`src/rtl/mips_mc_controller.sv`:
```
// Main control FSM of the multicycle MIPS core: sequences ALU, memory port, IR, PC and register file.
// Optional performance counters (cycle_cnt, retire_cnt) are built when MCCTRL_PERF_EN is defined.
module mips_mc_controller #(
  parameter int STATE_W = 4
) (
  input  logic       clk,
  input  logic       reset,
  input  logic [5:0] opcode,
  input  logic [5:0] funct,
  input  logic [3:0] aluop_dec,
  input  logic       zero,
  input  logic       mem_ready,
  output logic       iord,
  output logic       memread,
  output logic       memwrite,
  output logic       irwrite,
  output logic       pcwrite,
  output logic       regwrite,
  output logic       regdst,
  output logic       memtoreg,
  output logic       alusrca,
  output logic [1:0] alusrcb,
  output logic       extop,
  output logic [1:0] pcsrc,
  output logic [3:0] aluop,
  output logic       illegal
`ifdef MCCTRL_PERF_EN
  ,
  output logic [31:0] cycle_cnt,
  output logic [31:0] retire_cnt
`endif
);

  localparam logic [3:0] ALU_ADDU = 4'h0;
  localparam logic [3:0] ALU_SUBU = 4'h1;
  localparam logic [3:0] ALU_XXX  = 4'hF;

  typedef enum logic [STATE_W-1:0] {
    FETCH, DECODE, MEMADR, MEMRD, MEMWB, MEMWR,
    EXEC_R, EXEC_I, ALUWB, ALUWB_I, BRANCH, JUMP, HALT
  } state_t;

  state_t state, state_n;
  logic   illegal_q;

  // funct is already folded into aluop_dec by the ALU decoder
  logic unused_funct;
  assign unused_funct = ^funct;

  always_ff @(posedge clk or posedge reset) begin
    if (reset) begin
      state     <= FETCH;
      illegal_q <= 1'b0;
    end else begin
      state <= state_n;
      if (state_n == HALT) illegal_q <= 1'b1;
    end
  end

  always_comb begin
    state_n  = state;
    iord     = 1'b0;
    memread  = 1'b0;
    memwrite = 1'b0;
    irwrite  = 1'b0;
    pcwrite  = 1'b0;
    regwrite = 1'b0;
    regdst   = 1'b0;
    memtoreg = 1'b0;
    alusrca  = 1'b0;
    alusrcb  = 2'b00;
    extop    = 1'b0;
    pcsrc    = 2'b00;
    aluop    = ALU_ADDU;
    illegal  = illegal_q;
    // Reset gates every output so an in-flight request drops at once
    if (!reset) begin
      case (state)
        FETCH: begin
          memread = 1'b1;
          alusrcb = 2'b01;
          if (mem_ready) begin
            irwrite = 1'b1;
            pcwrite = 1'b1;
            state_n = DECODE;
          end
        end
        DECODE: begin
          alusrcb = 2'b11;
          extop   = 1'b1;
          case (opcode)
            6'b100000, 6'b100100, 6'b100001, 6'b100101, 6'b100011,
            6'b101000, 6'b101001, 6'b101011:                       state_n = MEMADR;
            6'b000000:                                             state_n = EXEC_R;
            6'b001001, 6'b001010, 6'b001011, 6'b001100,
            6'b001101, 6'b001110, 6'b001111:                       state_n = EXEC_I;
            6'b000100, 6'b000101:                                  state_n = BRANCH;
            6'b000010:                                             state_n = JUMP;
            default:                                               state_n = HALT;
          endcase
        end
        MEMADR: begin
          alusrca = 1'b1;
          alusrcb = 2'b10;
          extop   = 1'b1;
          state_n = opcode[3] ? MEMWR : MEMRD;  // stores are 101xxx
        end
        MEMRD: begin
          iord    = 1'b1;
          memread = 1'b1;
          if (mem_ready) state_n = MEMWB;
        end
        MEMWB: begin
          regwrite = 1'b1;
          memtoreg = 1'b1;
          state_n  = FETCH;
        end
        MEMWR: begin
          iord     = 1'b1;
          memwrite = 1'b1;
          if (mem_ready) state_n = FETCH;
        end
        EXEC_R: begin
          alusrca = 1'b1;
          aluop   = aluop_dec;
          state_n = (aluop_dec == ALU_XXX) ? HALT : ALUWB;
        end
        EXEC_I: begin
          alusrca = 1'b1;
          alusrcb = 2'b10;
          aluop   = aluop_dec;
          extop   = (opcode[5:2] != 4'b0011);  // logical immediates zero-extend
          state_n = ALUWB_I;
        end
        ALUWB: begin
          regwrite = 1'b1;
          regdst   = 1'b1;
          state_n  = FETCH;
        end
        ALUWB_I: begin
          regwrite = 1'b1;
          state_n  = FETCH;
        end
        BRANCH: begin
          alusrca = 1'b1;
          aluop   = ALU_SUBU;
          pcsrc   = 2'b01;
          pcwrite = zero ^ opcode[0];  // BNE is BEQ with opcode[0] set
          state_n = FETCH;
        end
        JUMP: begin
          pcsrc   = 2'b10;
          pcwrite = 1'b1;
          state_n = FETCH;
        end
        HALT: state_n = HALT;
        default: state_n = FETCH;
      endcase
    end
  end

`ifdef MCCTRL_PERF_EN
  always_ff @(posedge clk or posedge reset) begin
    if (reset) begin
      cycle_cnt  <= 32'd0;
      retire_cnt <= 32'd0;
    end else begin
      if (state != HALT) cycle_cnt <= cycle_cnt + 32'd1;
      if (state_n == FETCH &&
          (state == MEMWB || state == MEMWR || state == ALUWB ||
           state == ALUWB_I || state == BRANCH || state == JUMP))
        retire_cnt <= retire_cnt + 32'd1;
    end
  end
`endif

endmodule
```
`config.mk`:
```
export PLATFORM = sky130hd
export DESIGN_NAME = mips_mc_controller
export DESIGN_NICKNAME = d
export VERILOG_FILES = /design/src/rtl/mips_mc_controller.sv
export SDC_FILE = /design/constraint.sdc
export NUM_CORES = 1
export LEC_CHECK = 0
export BUFFER_PORTS_ARGS = -buffer_cell sky130_fd_sc_hd__clkbuf_2
export CAP_MARGIN = 15
export CORE_MARGIN = 2
export CORE_UTILIZATION = 45
export DETAILED_ROUTE_END_ITERATION = 8
export GPL_ROUTABILITY_DRIVEN = 0
export GPL_TIMING_DRIVEN = 0
export HOLD_SLACK_MARGIN = 0.05
export PLACE_DENSITY = 0.78
export SKIP_LAST_GASP = 1
export SLEW_MARGIN = 20
export SYNTH_ARGS = -nofsm -noshare
export SYNTH_HDL_FRONTEND = slang
export SYNTH_SLANG_ARGS = --single-unit
```
`constraint.sdc`:
```
create_clock -name clk -period 2.32 [get_ports clk]
set_input_delay 0.464 -clock clk [delete_from_list [all_inputs] [get_ports clk]]
set_output_delay 0.464 -clock clk [all_outputs]
set_load 0.02 [all_outputs]
```
## Word-level counts from Yosys, hierarchy flattened

Memories as Yosys holds them, arrays and structs flattened.
Cells that the tools add are included.

| storage, ports and cells | value |
|---|---|
| register bits | 5 |
| bits in read-only memories | 256 |
| input bits | 20 |
| output and inout bits | 19 |
| logic and storage cells | 61 |
| memories kept | 1 |

| cells by class | value |
|---|---|
| equality and inequality tests | 15 |
| mux-type cells | 34 |
| bitwise operators | 1 |
| reduce and logical (&&, ||, !) cells | 8 |

Memory list:

| memory | depth | bits a word | read ports | clocked after memory_dff | wr ports | line | RTL |
|---|---|---|---|---|---|---|---|
| (no name shown) | 64 | 4 | 1 | 0 | 0 | 91 | `case (opcode)` |

Operators with widths:

| cell | count |
|---|---|
| $pmux 4 s8 | 1 |
| $eq 4x4->1 const B | 7 |
| $mux 4 | 5 |
| $mux 1 | 19 |
| $eq 4x3->1 const B | 4 |
| $reduce_or 2->1 | 5 |
| $eq 4x2->1 const B | 2 |
| $pmux 4 s2 | 1 |
| $mux 3 | 2 |
| $pmux 2 s3 | 1 |
| $eq 4x1->1 const B | 1 |
| $logic_not 4->1 | 1 |
| $mux 2 | 2 |
| $ne 4x2->1 const B | 1 |
| $pmux 2 s2 | 1 |
| $reduce_or 4->1 | 1 |
| $pmux 1 s3 | 1 |
| $reduce_or 3->1 | 1 |
| $pmux 1 s2 | 1 |
| $xor 1x1->1 | 1 |

## Logic depth before layout (Yosys ltp)

| depth | value |
|---|---|
| depth in word-level cells | 5 |
| depth in mapped cells | 6 |
| depth with buffers taken out | 5 |

## Least setup slack after synthesis

OpenSTA, ideal clock, no wires.

| timing path | value |
|---|---|
| path type | register to output |
| start point | reg state[1] |
| end point | out extop |
| arrival | 1.695 ns |
| required time | 1.856 ns |
| setup slack | 0.161 ns |
| stages on the path, launching flop included | 7 |
| path buffers | 2 |
| cells stage by stage | dfrtp_1 clkbuf_1 clkbuf_1 nand2_1 a31oi_1 o21ai_0 a21boi_0 |

| on the way | value |
|---|---|
| longest elaborated chain between the ends | 4 |
| elaborated cells between the ends (all ways) | 6 |
| those cells by class | eq/ne (3); mux (2); reduce/logical (1) |

Ends and longest elaborated chain:

| element | line | RTL |
|---|---|---|
| from (decl) | 43 | `state_t state, state_n;` |
| from (signal assigned) | 55 | `state <= state_n;` |
| $eq 4x1->1 or $eq 4x2->1 (tied branches) | 78 | `case (state)` |
| $reduce_or 2->1 (no source line) | n/a |  |
| $pmux 1 s2 (*) | 78 |  |
| $mux 1 (*) | 77 | `if (!reset) begin` |
| to (decl) | 23 | `output logic extop,` |

Every way passes the cells marked *; elsewhere a longest branch is shown, timed or not.

## Worst setup path after layout

| timing path | value |
|---|---|
| start point | reg state[1] |
| end point | out pcwrite |

| on the way | value |
|---|---|
| longest elaborated chain between the ends | 3 |
| elaborated cells between the ends (all ways) | 5 |
| those cells by class | eq/ne (2); mux (2); reduce/logical (1) |

Ends and longest elaborated chain:

| element | line | RTL |
|---|---|---|
| $eq 4x4->1 or $logic_not 4->1 (tied branches) | 78 |  |
| $pmux 1 s3 (*) | 78 |  |
| $mux 1 (*) | 77 |  |
| to (decl) | 17 | `output logic pcwrite,` |

Marks and branches as above.

==> Implementation_results.wiki <==
{| class="wikitable"
! Metric !! Value
|-
| Result of the run || completed
|-
| Reg clk slew, reported paths || 40 ps
|-
| PortBufs || 29
|-
| Number of antenna-violating nets in the routed design || 0
|-
| DR WL met3 || 118 microns
|-
| IO Pins || 39
|-
| Unrepaired setup endpoints after global routing || false
|-
| Detail-routed via count per cell || 5.48
|-
| Root buf cell || sky130_fd_sc_hd__clkbuf_4
|-
| Pwr per Cell Area || 1050 nW/um^2
|-
| Vias in the first global route || 788
|-
| Count of cells along the worst register-to-register path || 5
|-
| Cell taking the most area after synthesis || sky130_fd_sc_hd__dfrtp_1
|-
| Worst reg-to-reg setup slack || 400 ps
|-
| Post-Synthesis Net Count || 133
|-
| Post-route non-filler standard cell count || 170
|-
| Critical Path AT || 1680 ps
|-
| Fraction of the yosys area taken by sequential cells || 0.155
|-
| Worst-case clock skew || 3.46 ps
|-
| CTS Buffer Depth || 2
|-
| Number of flops mapped to enable cells by yosys || 0
|-
| H-Tree Depth || 1
|-
| Max Transition Viols Final || 0
|-
| Clk_lat worst skew || 240 ps
|-
| Fill cell total of the finished layout || 160
|-
| Share of cells above drive strength 1 || 0.324
|-
| Leading cell types by total area after synthesis || sky130_fd_sc_hd__dfrtp_1 (15%), sky130_fd_sc_hd__nor2_1 (6.5%), sky130_fd_sc_hd__buf_6 (5.6%)
|-
| Total routing usage reported by global routing || 0.207
|-
| Post-CTS setup buffers || 0
|-
| Final WL || 2120 microns
|-
| Overall die height || 46.4 microns
|-
| Number of placement rows || 15
|-
| Max-capacitance violation count || 0
|-
| Commonest cells in the synthesized netlist || sky130_fd_sc_hd__nor2_1 (14), sky130_fd_sc_hd__nand2_1 (9), sky130_fd_sc_hd__and3_1 (6), sky130_fd_sc_hd__dfrtp_1 (5), sky130_fd_sc_hd__nor2b_1 (5)
|-
| Wire length on met2 || 1070 microns
|-
| Beginning of the critical path || state[1]
|-
| Finished layout cell area || 1020 sq um
|-
| Global route overflow || 0
|-
| Hold Violations, Final || 0
|-
| Final routed DRC violation total || 0
|-
| Initial Utilization || 0.474
|-
| Worst setup slack after placement || 85.1 ps
|-
| Post-Syn Area || 810 sq um
|-
| Total iterations of the first detailed-routing run || 4
|-
| DRT iter0 DRCs || 21
|-
| Total number of yosys warnings || 0
|-
| Mapped Avg Cell Area || 7.16 sq um
|-
| TritonCTS sink count || 5
|-
| Relative slew margins || 0.600
|-
| Uppermost metal layer occupied by signal nets || met4
|-
| Most frequently used cell type in the post-synthesis netlist || sky130_fd_sc_hd__nor2_1
|-
| Cell total after placement || 167
|-
| Placeable core region || 1710 sq um
|-
| Worst-case setup margin in the final layout || 176 ps
|-
| Final #Nets || 166
|-
| Post-Route Hold Slack || 348 ps
|-
| Global-route wire length before repair || 3270 microns
|-
| Yosys cell types || 42
|-
| Fraction of the cycle the final worst path needs || 0.924
|-
| Overall die area || 2150 sq um
|-
| Antenna violations before repair || 0
|-
| Terminus of the critical flop-to-flop path || illegal
|-
| Worst slew pin tran || 592 ps
|-
| Power, Total || 1.07 mW
|-
| Portion of synthesized cell area occupied by the leading cell type || 0.155
|-
| Startpoint of the worst-slack reg-to-reg timing path || state[1]
|-
| CTS tree || built
|-
| Peak supply drop || 0.446 mV
|-
| Die X-Extent || 46.4 microns
|-
| Flip-flop and latch count after synthesis || 5
|-
| Worst-path maximum fanout || 11
|-
| Kind of launch point of the worst setup path || register
|-
| Start-to-end type of the worst setup path || register to output port
|-
| Total vias in the final route || 932
|-
| Accumulated negative setup slack || 0 ps
|-
| Final Setup Violations || 0
|-
| Synth-to-layout area growth || 26.0%
|-
| Fmax || 466 MHz
|-
| CP required || 1860 ps
|-
| Pin count of the biggest net entering global routing || 12
|-
| Fraction of the core area covered by cells at the end of the flow || 0.597
|-
| Reported leakage power || 0.498 nW
|-
| CP endpoint kind || output port
|-
| Async set-reset flop share out of synthesis || 1.00
|-
| Average routed wire per standard cell || 12.5 microns
|-
| Antenna Cells || 0
|-
| Minimum period implied by the final worst setup slack || 2140 ps
|-
| Routed length on met1 || 916 microns
|-
| Total half-perimeter wirelength after legalization and detailed placement || 1660 microns
|-
| Count of hold-fix buffers inserted at cts || 0
|-
| Dpl cell area || 986 sq um
|-
| Inserted Clock Buffers || 3
|-
| Class of the tightest hold or removal check || primary input to async pin
|-
| Commonest register cell after synthesis || sky130_fd_sc_hd__dfrtp_1
|-
| Post-Syn Instances || 113
|-
| Resize count post-CTS || 2
|-
| Critical Path End || pcwrite
|}
worst min-delay path by stage:
stage,start,endpoint,slack (ps),cells past startpoint
finish,reset,state[2],350,3
global route,reset,state[0],360,3
CTS,reset,state[2],350,3
detailed placement,illegal,illegal,460,1
global placement,illegal,illegal,450,1
floorplan,reset,illegal,400,2
layout make-up:
cell class,count,area [sq um],area share
plain buffers,10,78.8,0.0773
multi-input cells,93,597,0.585
repair buffers,29,145,0.142
flip-flops and latches,5,126,0.124
clock buffers,4,26.3,0.0258
well taps,25,31.3,0.0307
inverters,4,15.0,0.0147
cells by family after synthesis:
kind of cell | share of synthesized area
buf+inv | 0.117
compound gates | 0.244
flops | 0.155
simple gates | 0.405
xor+xnor | 0.0649
mux | 0.0139
power breakdown:
group          internal [mW]  switching, mW
Combinational          0.323          0.479
Clock                 0.0650         0.0348
Sequential             0.128         0.0415
Total                  0.516          0.556
sequential cells by signal, indices dropped and copies added, names as in the netlist:
signal	cells
illegal	1
state	4
per-layer routing:
metal  vias up  global-route usage
met2        35               0.369
met1       423               0.251
li1        472                   -
met4         0              0.0400
met3         2              0.0471
met5         -                   0
critical path, stage by stage, from the launching register on:
cell                       delay (ps)
sky130_fd_sc_hd__dfrtp_2          470
sky130_fd_sc_hd__clkbuf_2         240
sky130_fd_sc_hd__nor3_2           250
sky130_fd_sc_hd__and3_1           200
sky130_fd_sc_hd__o21bai_1         110
sky130_fd_sc_hd__clkbuf_2         180
placed cells by master (no fill, tap or decap), types with 2 or more instances in the layout:
cell	Yosys	final
sky130_fd_sc_hd__and2_1	4	4
sky130_fd_sc_hd__buf_4	2	2
sky130_fd_sc_hd__and3_1	6	6
sky130_fd_sc_hd__inv_1	4	4
sky130_fd_sc_hd__nor4b_1	3	3
sky130_fd_sc_hd__xor2_1	3	3
sky130_fd_sc_hd__nand2b_1	3	3
sky130_fd_sc_hd__clkbuf_2	1	32
sky130_fd_sc_hd__clkbuf_1	4	2
sky130_fd_sc_hd__nor3b_1	2	2
sky130_fd_sc_hd__clkbuf_4	0	3
sky130_fd_sc_hd__nor2b_1	5	5
sky130_fd_sc_hd__o211ai_1	2	2
sky130_fd_sc_hd__or4_1	2	2
sky130_fd_sc_hd__xnor2_1	3	3
sky130_fd_sc_hd__a21boi_0	3	3
sky130_fd_sc_hd__nor2_1	14	13
sky130_fd_sc_hd__nand2_1	9	9
sky130_fd_sc_hd__o21ai_0	4	4
sky130_fd_sc_hd__dfrtp_1	5	4
sky130_fd_sc_hd__buf_6	4	4
sky130_fd_sc_hd__o21a_1	3	3
sky130_fd_sc_hd__a21oi_1	3	3
sky130_fd_sc_hd__nor3_1	4	3
sky130_fd_sc_hd__o311ai_0	2	2
Power figures use the tool's default switching activity.
